### src/rtl/event_fifo.sv
// event_fifo: synchronous first-word-fall-through FIFO for packed (x,y) event
// coordinates. The head word is presented combinationally from the register
// array. Occupancy, overflow/underflow stickies and a saturating drop counter
// are kept alongside so downstream stages can detect lost events.
module event_fifo #(
    parameter int COORD_BITS         = 8,
    parameter int DEPTH              = 16,
    parameter int ALMOST_FULL_THRESH = DEPTH - 2,
    parameter int DROP_CNT_BITS      = 16
) (
    input  logic                          clk,
    input  logic                          reset_i,
    input  logic                          write_i,
    input  logic [2*COORD_BITS-1:0]       write_data_i,
    output logic                          full_o,
    output logic                          almost_full_o,
    input  logic                          fifo_read_i,
    output logic                          fifo_empty_o,
    output logic [2*COORD_BITS-1:0]       fifo_data_o,
    output logic [$clog2(DEPTH):0]        fill_count_o,
    output logic                          overflow_o,
    output logic                          underflow_o,
    output logic [DROP_CNT_BITS-1:0]      drop_count_o,
    input  logic                          clear_status_i
);

    localparam int DW = 2 * COORD_BITS;
    localparam int AW = $clog2(DEPTH);
    localparam int CW = AW + 1;

    logic [DW-1:0]            mem [DEPTH];
    logic [AW-1:0]            wr_ptr;
    logic [AW-1:0]            rd_ptr;
    logic [CW-1:0]            fill_count;
    logic                     overflow;
    logic                     underflow;
    logic [DROP_CNT_BITS-1:0] drop_count;

    logic full;
    logic empty;
    logic rd_acc;
    logic wr_acc;
    logic drop;
    logic under_evt;

    // Handshake decode. A read frees a slot in the same cycle, so a write
    // into a full FIFO still lands when a read accompanies it.
    always_comb begin
        full      = (fill_count == CW'(DEPTH));
        empty     = (fill_count == '0);
        rd_acc    = fifo_read_i & ~empty;
        wr_acc    = write_i & (~full | rd_acc);
        drop      = write_i & ~wr_acc;
        under_evt = fifo_read_i & empty;
    end

    // Storage array; contents are deliberately not reset.
    always_ff @(posedge clk) begin
        if (wr_acc && !reset_i)
            mem[wr_ptr] <= write_data_i;
    end

    // Pointers and occupancy; pointers wrap naturally modulo DEPTH.
    always_ff @(posedge clk) begin
        if (reset_i) begin
            wr_ptr     <= '0;
            rd_ptr     <= '0;
            fill_count <= '0;
        end else begin
            if (wr_acc)
                wr_ptr <= wr_ptr + AW'(1);
            if (rd_acc)
                rd_ptr <= rd_ptr + AW'(1);
            if (wr_acc && !rd_acc)
                fill_count <= fill_count + CW'(1);
            else if (rd_acc && !wr_acc)
                fill_count <= fill_count - CW'(1);
        end
    end

    // Sticky status and saturating drop counter; a same-cycle event beats clear.
    always_ff @(posedge clk) begin
        if (reset_i) begin
            overflow   <= 1'b0;
            underflow  <= 1'b0;
            drop_count <= '0;
        end else if (clear_status_i) begin
            overflow   <= drop;
            underflow  <= under_evt;
            drop_count <= drop ? DROP_CNT_BITS'(1) : '0;
        end else begin
            if (drop)
                overflow <= 1'b1;
            if (under_evt)
                underflow <= 1'b1;
            if (drop && drop_count != {DROP_CNT_BITS{1'b1}})
                drop_count <= drop_count + DROP_CNT_BITS'(1);
        end
    end

    // Outputs depend on registered state only.
    always_comb begin
        full_o        = full;
        fifo_empty_o  = empty;
        almost_full_o = (fill_count >= CW'(ALMOST_FULL_THRESH));
        fill_count_o  = fill_count;
        fifo_data_o   = mem[rd_ptr];
        overflow_o    = overflow;
        underflow_o   = underflow;
        drop_count_o  = drop_count;
    end

endmodule

### config.mk
export PLATFORM = sky130hd
export DESIGN_NAME = event_fifo
export DESIGN_NICKNAME = d
export VERILOG_FILES = /design/src/rtl/event_fifo.sv
export SDC_FILE = /design/constraint.sdc
export NUM_CORES = 1
export LEC_CHECK = 0
export BUFFER_PORTS_ARGS = -buffer_cell sky130_fd_sc_hd__buf_4
export CAP_MARGIN = 25
export CORE_AREA = 2 2 163 165
export CTS_CLUSTER_DIAMETER = 150
export DETAILED_ROUTE_END_ITERATION = 10
export DIE_AREA = 0 0 165 167
export HOLD_SLACK_MARGIN = 0.02
export PLACE_DENSITY = 0.66
export RECOVER_POWER = 50
export SLEW_MARGIN = 5
export SYNTH_ARGS = -nofsm -noshare
export SYNTH_HDL_FRONTEND = slang
export SYNTH_SLANG_ARGS = --single-unit
### constraint.sdc
create_clock -name clk -period 3.4 [get_ports clk]
set_clock_uncertainty 0.05 [all_clocks]
set_input_delay 0.51 -clock clk [delete_from_list [all_inputs] [get_ports clk]]
set_output_delay 0.51 -clock clk [all_outputs]
set_load 0.01 [all_outputs]
Word level (Yosys, flattened, before mapping)
Memory sizes are Yosys's and may differ from the RTL's. A register that Yosys moved wholly into a read port is not among the register bits.
Cells that the tools add are included.
{ "classes": {"bitwise_logic": 8, "magnitude_cmp": 1, "n_mux": 13, "addsub": 5, "n_reduce_logical": 12, "n_eq_ne": 2} }
{ "ops": {"columns": ["op", "count"], "rows": [
  ["two-way mux 16 bit", 2],
  ["adder 16 x 1 -> 16 bit (second input constant)", 1],
  ["inequality test 16 bit (second input constant)", 1],
  ["two-way mux 5 bit", 2],
  ["adder 4 x 1 -> 4 bit (second input constant)", 2],
  ["two-way mux 4 bit", 2],
  ["nonzero test 2 bit", 4],
  ["two-way mux 1 bit", 7],
  ["adder 5 x 1 -> 5 bit (second input constant)", 1],
  ["== test 5 bit (second input constant)", 1],
  [">= comparator 5 x 4 -> 1 bit (second input constant)", 1],
  ["zero test 5 bit", 1],
  ["subtractor 5 x 1 -> 5 bit (second input constant)", 1],
  ["AND 1 bit", 4],
  ["logical AND 1 bit", 4],
  ["zero test 1 bit", 3],
  ["NOT 1 bit", 3],
  ["bitwise OR 1 bit", 1]
]} }
{ "word_totals": {"mem_bits_rw": 256, "inputBits": 21, "output_inout_bits": 42, "wordCells": 48, "n_memories": 1, "reg_bits": 31} }
{ "memory_table": {"columns": ["name", "depth", "width", "rd", "rd_clocked_by_memory_dff", "wr", "line", "text"], "rows": [
  ["mem", 16, 16, 1, 1, 1, "31", "logic [DW-1:0] mem [DEPTH];"]
]} }

Logic depth before layout (Yosys ltp)
Gate-level depths: netlist of the first run.
{ "depth": {"word_depth": 10, "mapped_depth": 11, "ltp_nobuf": 11} }

Least setup slack after synthesis of the first run
No wires, ideal clock.
{ "synth_timing": {"path_type": "register to register", "startpoint": "register fill_count[0], in the netlist fill_count_o[0]", "endpoint": "register fill_count[4], in the netlist fill_count_o[4]", "path_buffers": 0, "setup_time_ns": 0.121, "synth_period_minus_slack_ns": 2.732, "stages_incl_launch_ff": 11, "t_arrival_ns": 2.561, "setup_slack_ns": 0.668, "required_time_ns": 3.229, "cell_sequence": "dfxtp_1 nor4_4 a21oi_1 inv_1 ha_1 inv_1 ha_1 a21o_1 a21oi_1 mux2i_1 mux2_2"} }
{ "synth_via": {"elab_chain_len": 8, "word_cells_on_any_way": 16, "classes_between": "2 x add/sub; 1 x eq/ne; 2 x mux; 5 x bitwise; 6 x reduce/logical"} }
{ "synth_rtl": {"columns": ["item", "line", "text"], "rows": [
  ["start: declaration", "34", "logic [CW-1:0] fill_count;"],
  ["start signal: assignment", "75", "fill_count <= fill_count + CW'(1);"],
  ["start signal: assignment", "77", "fill_count <= fill_count - CW'(1);"],
  ["zero test 5 bit", "50", "empty = (fill_count == '0);"],
  ["NOT 1 bit", "51", "rd_acc = fifo_read_i & ~empty;"],
  ["AND 1 bit", "51", null],
  ["bitwise OR 1 bit", "52", "wr_acc = write_i & (~full | rd_acc);"],
  ["AND 1 bit", "52", null],
  ["zero test 1 bit", "76", "else if (rd_acc && !wr_acc)"],
  ["logical AND 1 bit", "76", null],
  ["nonzero test 2 bit (no line)", null, null]
]} }
Several ways; a longest one is shown, not always the timed one. The select of a mux whose other input is x is not followed.
A chain may end at the register's enable or synchronous reset.

==> summary.txt, run 1 <==
Logic synthesis
  • Distinct cells, synth: 41
  • Synth Cell Area: 11450 um^2
  • Post-synth ARST share: 0
  • Syn Inst Count: 578
  • Synth Net Count: 610
  • Yosys warnings: 0
  • Yosys top cell area share: 0.6715
  • Register area share after synthesis: 0.7327
  • Top cells by area, synth: edfxtp_1 (67%), mux4_2 (16%), dfxtp_1 (6.1%)
  • Most numerous cell in the Yosys netlist: edfxtp_1
  • Top cells by count, synth: edfxtp_1 (256), mux4_2 (80), nor2_1 (57), dfxtp_1 (35), xnor2_1 (15)
  • Post-synth top flop: edfxtp_1
  • Largest area contributor in the netlist: edfxtp_1
  • Synthesized flop and latch total: 291
  • Synth Area per Inst: 19.81 um^2
  • EDFF count, synth: 256

Routing
  • Number of remaining DRC errors: 0
  • Pre-Repair DR Iteration Count: 5
  • Routed length per placed instance: 21.75 um
  • Via count: 5668
  • Routed Antenna Nets: 0
  • Wirelength, routed: 22.44 mm
  • Via/cell ratio: 5.492
  • DRT iter0 DRCs: 510

Die
  • Core Area: 25760 um^2
  • Initial Util: 0.4444
  • Die H: 167 um
  • # IOs: 63
  • Die area: 27560 um^2
  • Chip Width: 165 um
  • Std cell rows: 59

Power
  • Worst IR Drop VDD: 0.0003578 V
  • PwrDens: 677.7 nW/um^2
  • Cell leakage power: 4.156 nW

Placement
  • Placed insts: 977
  • Post-DP HPWL: 12.93 mm
  • Port Buffers: 62
  • Dpl ws: 389.3 ps
  • Post-DP Area: 12460 um^2
  • GP Congestion: 0.8843

Layout
  • Layout Cell Area excl Fill: 13270 um^2
  • Share of cells above drive strength 1: 0.2712
  • Non-Filler Instances: 1032
  • Ant. Diodes: 0
  • P&R area growth vs syn: 15.88%
  • Nets@finish: 707
  • Fillers: 2057

Run
  • Number of max-cap violations: 0

Global route
  • Initial antenna violation count: 0
  • GRT Total Usage: 0.1680
  • First-pass GRT wire length: 34.62 mm
  • Total gr overflow: 0
  • Number of global-route vias before repair: 5963
  • Largest net degree at the start of global routing: 65

Setup path
  • Crit-path max FO: 13
  • CP Capture Type: output pin
  • Crit path required time: 2840 ps
  • Startpoint Class: flip-flop
  • Kind of critical path: flip-flop to output pin
  • Worst r2r src: fill_count_o[0]
  • Reg2reg setup slack: 440 ps
  • Critical path arrival: 2540 ps
  • R2R cell count: 10
  • RR Endpoint: fill_count_o[4]

Clock tree
  • Root Driver: clkbuf_16
  • CTS tree: done
  • H-tree levels: 1
  • Clk buf depth: 3
  • CTS Buf Count: 30
  • Clock transition at path regs: 60 ps
  • Worst-skew pair later-pin latency: 550 ps
  • CTS hold repair buffers: 0
  • CTS sink count: 291
  • Setup bufs post-CTS: 0
  • # resized after CTS: 0

Min path
  • Hold Path Stages: 2
  • Hold Crit Endpoint: drop_count_o[0]
  • HP Class: primary input to flip-flop
  • HP Start: clear_status_i

Timing
  • Fin. max-slew vios: 0
  • TNS Setup: 0 ps
  • Final hold vios: 0
  • Post-layout min period: 3100 ps
  • Min Hold Slack: 130.0 ps
  • Fmax: 322.6 MHz
  • Period utilization: 0.9118
  • Final WS setup: 299.8 ps
  • RSZ-0062 raised after global routing: false
  • Worst Max-Slew Pin Slew: 712.4 ps
  • Slew Limit Headroom: 0.5236
  • Final setup vio count: 0

Run status
  • Status: complete, no violations
==> placed cells by master, fill, tap and decap left out, types with 3 or more instances in the layout <==
master / n
xnor2_1: 15
a21oi_1: 11
clkbuf_1: 47
clkbuf_8: 3
nor3_1: 7
nand3_1: 6
nand2_1: 14
xor2_1: 6
nor4_1: 4
ha_1: 10
clkinv_4: 3
buf_4: 47
mux4_2: 80
edfxtp_1: 256
clkinv_1: 4
clkbuf_16: 30
mux2i_1: 3
nor2_1: 54
clkinv_2: 3
inv_1: 14
buf_12: 3
dfxtp_1: 33
nand4_1: 7
o21ai_0: 3
nor2_2: 3
==> sequential cells by signal, summed over array words and instances (netlist names), named ones only <==
register,count
underflow_o,1
drop_count_o,16
wr_ptr,4
fill_count_o,5
rd_ptr,4
mem,256
overflow_o,1
==> critical path, cell delays in order (launching register included) <==
cell and delay (ps):
dfxtp_4 540, buf_4 280, mux4_2 520, mux4_2 480, buf_4 160
==> worst max-delay path by stage <==
stage                 endpoint  slack [ps]  cells past startpoint
2_1_floorplan  fill_count_o[4]         670                     10
3_3_place_gp   fill_count_o[4]         550                     10
3_5_place_dp   fill_count_o[4]         390                     10
4_1_cts         fifo_data_o[6]          80                      4
5_1_grt         fifo_data_o[6]         170                      4
6_report        fifo_data_o[6]         300                      4
==> metrics by stage <==
stage               utilization  power, mW
floorplan                     -      5.428
global placement         0.4836      5.950
detailed placement       0.4836      6.002
CTS                      0.5203      9.091
global route             0.5149      9.384
finish                   0.5149      8.991
==> layer usage <==
layer	vias to the layer above	global-route usage	part of all wire
met5	-	0	0
met2	154	0.2815	0.51
met3	38	0.02690	0.053
met4	0	0.04575	0.023
met1	2949	0.2291	0.42
li1	2527	-	-
==> cell type report <==
cell class | instances | area [um^2] | area share
clock buffers | 41 | 822.0 | 0.06196
clock inverters | 13 | 125.1 | 0.009431
multi-input cells | 248 | 2868 | 0.2162
well taps | 335 | 419.2 | 0.03159
inverters | 14 | 52.55 | 0.003961
repair buffers | 90 | 586.8 | 0.04423
flip-flops and latches | 291 | 8393 | 0.6326
==> logic make-up (layout without fill, tap and decap cells) <==
kind of cell	Yosys count	in the layout	synth area share
DFF	291	291	0.7327
adders and majority gates	11	11	0.01268
buffers and inverters	39	158	0.01574
AOI/OAI and AO/OA	19	19	0.01005
xor gates and xnor gates	21	21	0.01607
muxes	84	84	0.1610
and+or+nand+nor	113	113	0.05180
==> report_power, final <==
group	total [mW]	leakage [nW]	switching, mW	internal (mW)
clock	3.08	0.461	1.31	1.77
combinational	1.82	1.10	0.799	1.02
sequential	4.09	2.59	0.116	3.98
No activity file was read; power rests on OpenSTA's default activity.
==> inputs of run 2 (changes only) <==
Settings changed: CORE_AREA 2 2 163 165 to 2 2 142 144, DIE_AREA 0 0 165 167 to 0 0 144 146, MAX_ROUTING_LAYER from default to met4, PLACE_DENSITY 0.66 to 0.82, REMOVE_ABC_BUFFERS from default to 1.
==> run 2 against run 1 <==
Net effect:
- final cell count decreased by 7.0%
- worst hold slack improved by 34 ps
- routed wire length rose by 8.7%
- die area decreased by 24%
- largest cell class unchanged
- largest power group unchanged
==> summary.txt, run 2 (same netlist as run 1, synthesis figures left out) <==
Min path
  • Hold Path Stages: 2 (unchanged)
  • HP Class: primary input to flip-flop

Global route
  • Total gr overflow: 0 (unchanged)
  • GRT Total Usage: 0.2483 (+0.08026)
  • Number of global-route vias before repair: 6024 (+1.0%)
  • Largest net degree at the start of global routing: 33 (-49%)
  • Initial antenna violation count: 0 (unchanged)
  • First-pass GRT wire length: 37.03 mm (+7.0%)

Setup path
  • RR Endpoint: fill_count_o[4]
  • Crit-path max FO: 32 (+19)
  • Kind of critical path: flip-flop to output pin
  • Critical path arrival: 2640 ps (+100 ps)
  • R2R cell count: 9 (-1)
  • Crit path required time: 2840 ps (about the same)
  • End of the critical path: fifo_data_o[7]
  • Reg2reg setup slack: 390 ps (-50 ps)
  • Worst r2r src: fill_count_o[1]
  • Startpoint Class: flip-flop
  • CP Capture Type: output pin

Timing
  • TNS Setup: 0 ps (unchanged)
  • Fmax: 312.3 MHz (-3.2%)
  • Fin. max-slew vios: 0 (unchanged)
  • Min Hold Slack: 163.5 ps (+33.57 ps)
  • RSZ-0062 raised after global routing: false
  • Period utilization: 0.9417 (+0.02989)
  • Final hold vios: 0 (unchanged)
  • Post-layout min period: 3202 ps (+101.6 ps)
  • Final setup vio count: 0 (unchanged)
  • Worst Max-Slew Pin Slew: 762.4 ps (+49.95 ps)
  • Slew Limit Headroom: 0.4902 (-0.03340)

Clock tree
  • Clk buf depth: 3 (unchanged)
  • CTS Buf Count: 27 (-10%)
  • # resized after CTS: 0 (unchanged)
  • CTS hold repair buffers: 0 (unchanged)
  • Setup bufs post-CTS: 0 (unchanged)
  • CTS tree: done
  • CTS sink count: 291 (unchanged)
  • Clock transition at path regs: 70 ps (about the same)
  • Worst-skew pair later-pin latency: 520 ps (-30 ps)
  • Root Driver: clkbuf_16
  • H-tree levels: 1 (unchanged)

Die
  • Std cell rows: 51 (-14%)
  • Chip Width: 144 um (-13%)
  • Initial Util: 0.5921 (+0.1477)
  • Die area: 21020 um^2 (-24%)
  • # IOs: 63 (unchanged)
  • Die H: 146 um (-13%)
  • Core Area: 19330 um^2 (-25%)

Power
  • Worst IR Drop VDD: 0.0004701 V (+31%)
  • Sequential share of power: 0.449 (-0.006)
  • P_sw: 2.192 mW (-1.4%)
  • Combinational fraction of design power: 0.190 (-0.012)
  • Clock Power Share: 0.361 (+0.018)
  • Switching Fraction: 0.2389 (-0.008257)
  • Cell leakage power: 4.175 nW (+0.46%)
  • PwrDens: 694.5 nW/um^2 (+2.5%)
  • P_int: 6.983 mW (+3.2%)

Layout
  • Ant. Diodes: 0 (unchanged)
  • Commonest non-fill, non-tap cells in the layout: edfxtp_1 (256), mux4_2 (80), nor2_1 (54), buf_4 (51), clkbuf_1 (44)
  • P&R area growth vs syn: 15.39%
  • Largest reg by FF count: mem
  • Nets@finish: 707 (unchanged)
  • Share of cells above drive strength 1: 0.2763 (+0.005097)
  • Final design utilization: 0.6832 (+0.1683)
  • Commonest non-fill, non-tap cell in the layout: edfxtp_1
  • Max reg flops: 256 (unchanged)
  • Layout Cell Area excl Fill: 13210 um^2 (-0.42%)

Placement
  • Port Buffers: 62 (unchanged)
  • GP Congestion: 0.8743 (-1.1%)
  • Post-DP HPWL: 14.10 mm (+9.0%)
  • Post-DP Area: 12400 um^2 (-0.46%)

Routing
  • DRT iter0 DRCs: 621 (+22%)
  • Routed Antenna Nets: 0 (unchanged)
  • Number of remaining DRC errors: 0 (unchanged)
  • Pre-Repair DR Iteration Count: 5 (unchanged)
  • Wirelength, routed: 24.40 mm (+8.7%)
  • Via count: 5922 (+4.5%)
  • Via/cell ratio: 6.169 (+12%)
  • Routed length per placed instance: 25.42 um (+17%)

Run status
  • Status: complete, no violations

Run
  • Number of max-cap violations: 0 (unchanged)
==> run 2: cell types whose count changed in the layout (fill, tap and decap cells not counted), moves of 3 or more <==
cell | before | now
buf_4 | 47 | 51
clkbuf_16 | 30 | 27
clkinv_1 | 4 | 1
clkinvlp_4 | 0 | 3
clkbuf_1 | 47 | 44
bufinv_16 | 1 | 7
clkinv_4 | 3 | 0
==> run 2: critical path: stages (launching register included) <==
cell	delay (ps)
dfxtp_4	550
buf_12	320
mux4_2	570
mux4_2	500
buf_4	160
==> run 2: metal layers <==
layer  part of all wire  GRT usage  wire length (um)
met1               0.38     0.3284              9234
met2               0.52     0.4040             12680
met3              0.078    0.04047              1910
met4              0.023    0.07157               573
met5                  0          -                 0
==> run 2: how the worst min path moves through the flow <==
stage                    from               to
2_1_floorplan       rd_ptr[1]        flip-flop
3_3_place_gp       overflow_o       overflow_o
3_5_place_dp       overflow_o       overflow_o
4_1_cts        clear_status_i  drop_count_o[0]
5_1_grt        clear_status_i  drop_count_o[0]
6_report       clear_status_i  drop_count_o[0]
==> run 2: area by class of cell <==
| cell class | count | area, um^2 |
|---|---|---|
| fill | 1202 | 6125 |
| sequential | 291 | 8393 |
| tap | 265 | 331.6 |
| clock buffer | 34 | 721.9 |
| clock inverter | 15 | 260.3 |
| multi-input combinational | 248 | 2861 |
| inverter | 14 | 52.55 |
| timing repair buffer | 93 | 589.3 |
==> run 2: stage by stage <==
stage | instances | total power, mW | setup slack [ps]
global placement | 911 | 5.924 | 546.0
floorplan | 553 | 5.438 | -1040
global route | 960 | 9.471 | 110.4
finish | 960 | 9.175 | 198.2
detailed placement | 911 | 5.980 | 465.3
CTS | 960 | 9.280 | 165.9
==> run 2: power groups by stage <==
stage / registers, mW / logic [mW] / clock network (mW)
2_1_floorplan: 4.33 / 1.11 / 0
6_report: 4.12 / 1.74 / 3.32
3_3_place_gp: 4.18 / 1.74 / 0
4_1_cts: 4.13 / 1.80 / 3.35
5_1_grt: 4.14 / 1.87 / 3.46
3_5_place_dp: 4.20 / 1.78 / 0
==> inputs of run 3 (changes only) <==
Settings changed: CTS_BUF_LIST from default to sky130_fd_sc_hd__clkbuf_16.
==> run 3 against run 2 <==
Net effect:
- count of clock-buffer cells in the layout down 7
- routed wire length grew 2.7%
- clock power is 2% lower
- fmax down 0.20%
- critical path depth did not move
- sequential share of layout area grew 0.096 points
- register-to-register slack is essentially flat
- worst hold slack improved by 7.2 ps
- die area is the same
- power is 0.49% lower
- largest cell class unchanged
- sequential power about the same
- combinational power barely moved
==> summary.txt, run 3 (same netlist as run 1, synthesis figures left out) <==
Routing
  • Via count: 5929 (+0.12%)
  • Number of remaining DRC errors: 0 (unchanged)
  • Via/cell ratio: 6.176 (+0.12%)
  • Top Metal Used: met4
  • Pre-Repair DR Iteration Count: 5 (unchanged)
  • Routed met2 length: 12.86 mm (+1.4%)
  • DRT iter0 DRCs: 671 (+8.1%)
  • Met1 wire length: 9.435 mm (+2.2%)
  • Routed length per placed instance: 26.10 um (+2.7%)
  • Routed Antenna Nets: 0 (unchanged)
  • Wirelength, routed: 25.06 mm (+2.7%)
  • DR WL met3: 1.922 mm (+0.63%)

Layout
  • Share of cells above drive strength 1: 0.2734 (-0.002878)
  • Fillers: 1200 (-0.17%)
  • Largest reg by FF count: mem
  • Non-Filler Instances: 960 (unchanged)
  • Max reg flops: 256 (unchanged)
  • Commonest non-fill, non-tap cell in the layout: edfxtp_1
  • Register Area: 8393 um^2 (unchanged)
  • Nets@finish: 707 (unchanged)
  • Ant. Diodes: 0 (unchanged)
  • Commonest non-fill, non-tap cells in the layout: edfxtp_1 (256), mux4_2 (80), nor2_1 (54), buf_4 (51), clkbuf_1 (39)
  • P&R area growth vs syn: 15.21%
  • Multi-input logic area: 2861 um^2 (unchanged)

Setup path
  • R2R cell count: 9 (unchanged)
  • Startpoint Class: flip-flop
  • Largest delay share family, worst path: multiplexers
  • Worst r2r src: fill_count_o[0]
  • Reg2reg setup slack: 380 ps (about the same)
  • Kind of critical path: flip-flop to output pin
  • CP dominant cell by count: mux4_2
  • End of the critical path: fifo_data_o[7]
  • Crit. path cell count: 4 (unchanged)
  • CP cell instances: buf_12 > mux4_2 > mux4_2 > buf_4
  • Critical path arrival: 2650 ps (about the same)
  • CP Capture Type: output pin
  • CP Buf/Inv Count: 2 (unchanged)
  • Crit-path max FO: 32 (unchanged)
  • Cell with the largest stage delay on the worst path: mux4_2
  • Crit path required time: 2840 ps (about the same)
  • Max incr delay on CP: 580 ps (about the same)
  • RR Endpoint: fill_count_o[4]

Clock tree
  • H-tree levels: 1 (unchanged)
  • Clock transition at path regs: 70 ps (about the same)
  • CTS tree: done
  • CTS Buf Count: 27 (unchanged)
  • Setup bufs post-CTS: 0 (unchanged)
  • Root Driver: clkbuf_16
  • CTS hold repair buffers: 0 (unchanged)
  • CTS sink count: 291 (unchanged)
  • # resized after CTS: 0 (unchanged)
  • Clk buf depth: 3 (unchanged)
  • Worst-skew pair later-pin latency: 510 ps (about the same)

Die
  • Core Area: 19330 um^2 (unchanged)
  • Initial Util: 0.5921 (unchanged)
  • # IOs: 63 (unchanged)
  • Die area: 21020 um^2 (unchanged)
  • Chip Width: 144 um (unchanged)
  • Die H: 146 um (unchanged)
  • Std cell rows: 51 (unchanged)

Global route
  • Largest net degree at the start of global routing: 33 (unchanged)
  • GRT Total Usage: 0.2556 (+0.007301)
  • Total gr overflow: 0 (unchanged)
  • Initial antenna violation count: 0 (unchanged)
  • Number of global-route vias before repair: 6070 (+0.76%)
  • First-pass GRT wire length: 38.07 mm (+2.8%)

Timing
  • Final setup vio count: 0 (unchanged)
  • Slew Limit Headroom: 0.4876 (-0.002657)
  • Fmax: 311.7 MHz (-0.20%)
  • Fin. max-slew vios: 0 (unchanged)
  • Period utilization: 0.9436 (+0.001874)
  • Worst Max-Slew Pin Slew: 766.3 ps (+3.974 ps)
  • RSZ-0062 raised after global routing: false
  • Post-layout min period: 3208 ps (+6.371 ps)
  • Min Hold Slack: 170.7 ps (+7.212 ps)
  • Final hold vios: 0 (unchanged)

Power
  • PwrDens: 692.2 nW/um^2 (-0.33%)
  • Worst IR Drop VDD: 0.0004648 V (-1.1%)
  • Cell leakage power: 4.185 nW (+0.23%)

Placement
  • GP Congestion: 0.8743 (unchanged)
  • Post-DP HPWL: 14.10 mm (unchanged)
  • Port Buffers: 62 (unchanged)
  • Placed insts: 911 (unchanged)

Run
  • Number of max-cap violations: 0 (unchanged)

Run status
  • Status: complete, no violations

Min path
  • HP Class: primary input to flip-flop
run 3: cell types whose count changed in the layout (fill, tap and decap cells not counted):
| cell | delta |
|---|---|
| clkbuf_1 | -5 |
| clkbuf_8 | -2 |
| clkinv_1 | +2 |
| inv_1 | +5 |
run 3: metrics by stage:
step	utilization	area (um^2)	power [mW]	setup WS, ps	TNS, ps
final	0.6822	13190	9.130	191.8	0
after global routing	0.6822	13190	9.440	93.93	0
after CTS	0.6911	13360	9.237	165.3	0
after detailed placement	0.6414	12400	5.980	465.3	0
after global placement	0.6414	12400	5.924	546.0	0
after floorplan	-	11320	5.438	-1040	-16640
run 3: routing by layer:
metal / vias up / track usage
met1: 3048 / 0.3387
li1: 2515 / -
met2: 307 / 0.4126
met5: - / -
met3: 59 / 0.04442
met4: 0 / 0.07500
run 3: area by class of cell:
class,instances,share of cell area
clock buffers,27,0.05122
clock inverters,22,0.02172
inverters,14,0.003984
multi-input cells,248,0.2169
flip-flops and latches,291,0.6363
well taps,265,0.02514
repair buffers,93,0.04468
run 3: worst min path at each step:
stage	startpoint	slack, ps	end	cells after the start
CTS	clear_status_i	160	drop_count_o[0]	2
detailed placement	overflow_o	430	overflow_o	2
global placement	overflow_o	410	overflow_o	2
floorplan	rd_ptr[1]	410	flip-flop	2
finish	clear_status_i	170	drop_count_o[0]	2
global route	clear_status_i	170	drop_count_o[0]	2
run 3: report_power, final:
part | internal [mW] | total [mW] | switching, mW
logic | 0.971 | 1.75 | 0.782
clock network | 1.98 | 3.26 | 1.28
registers | 3.97 | 4.12 | 0.145
total | 6.92 | 9.13 | 2.21
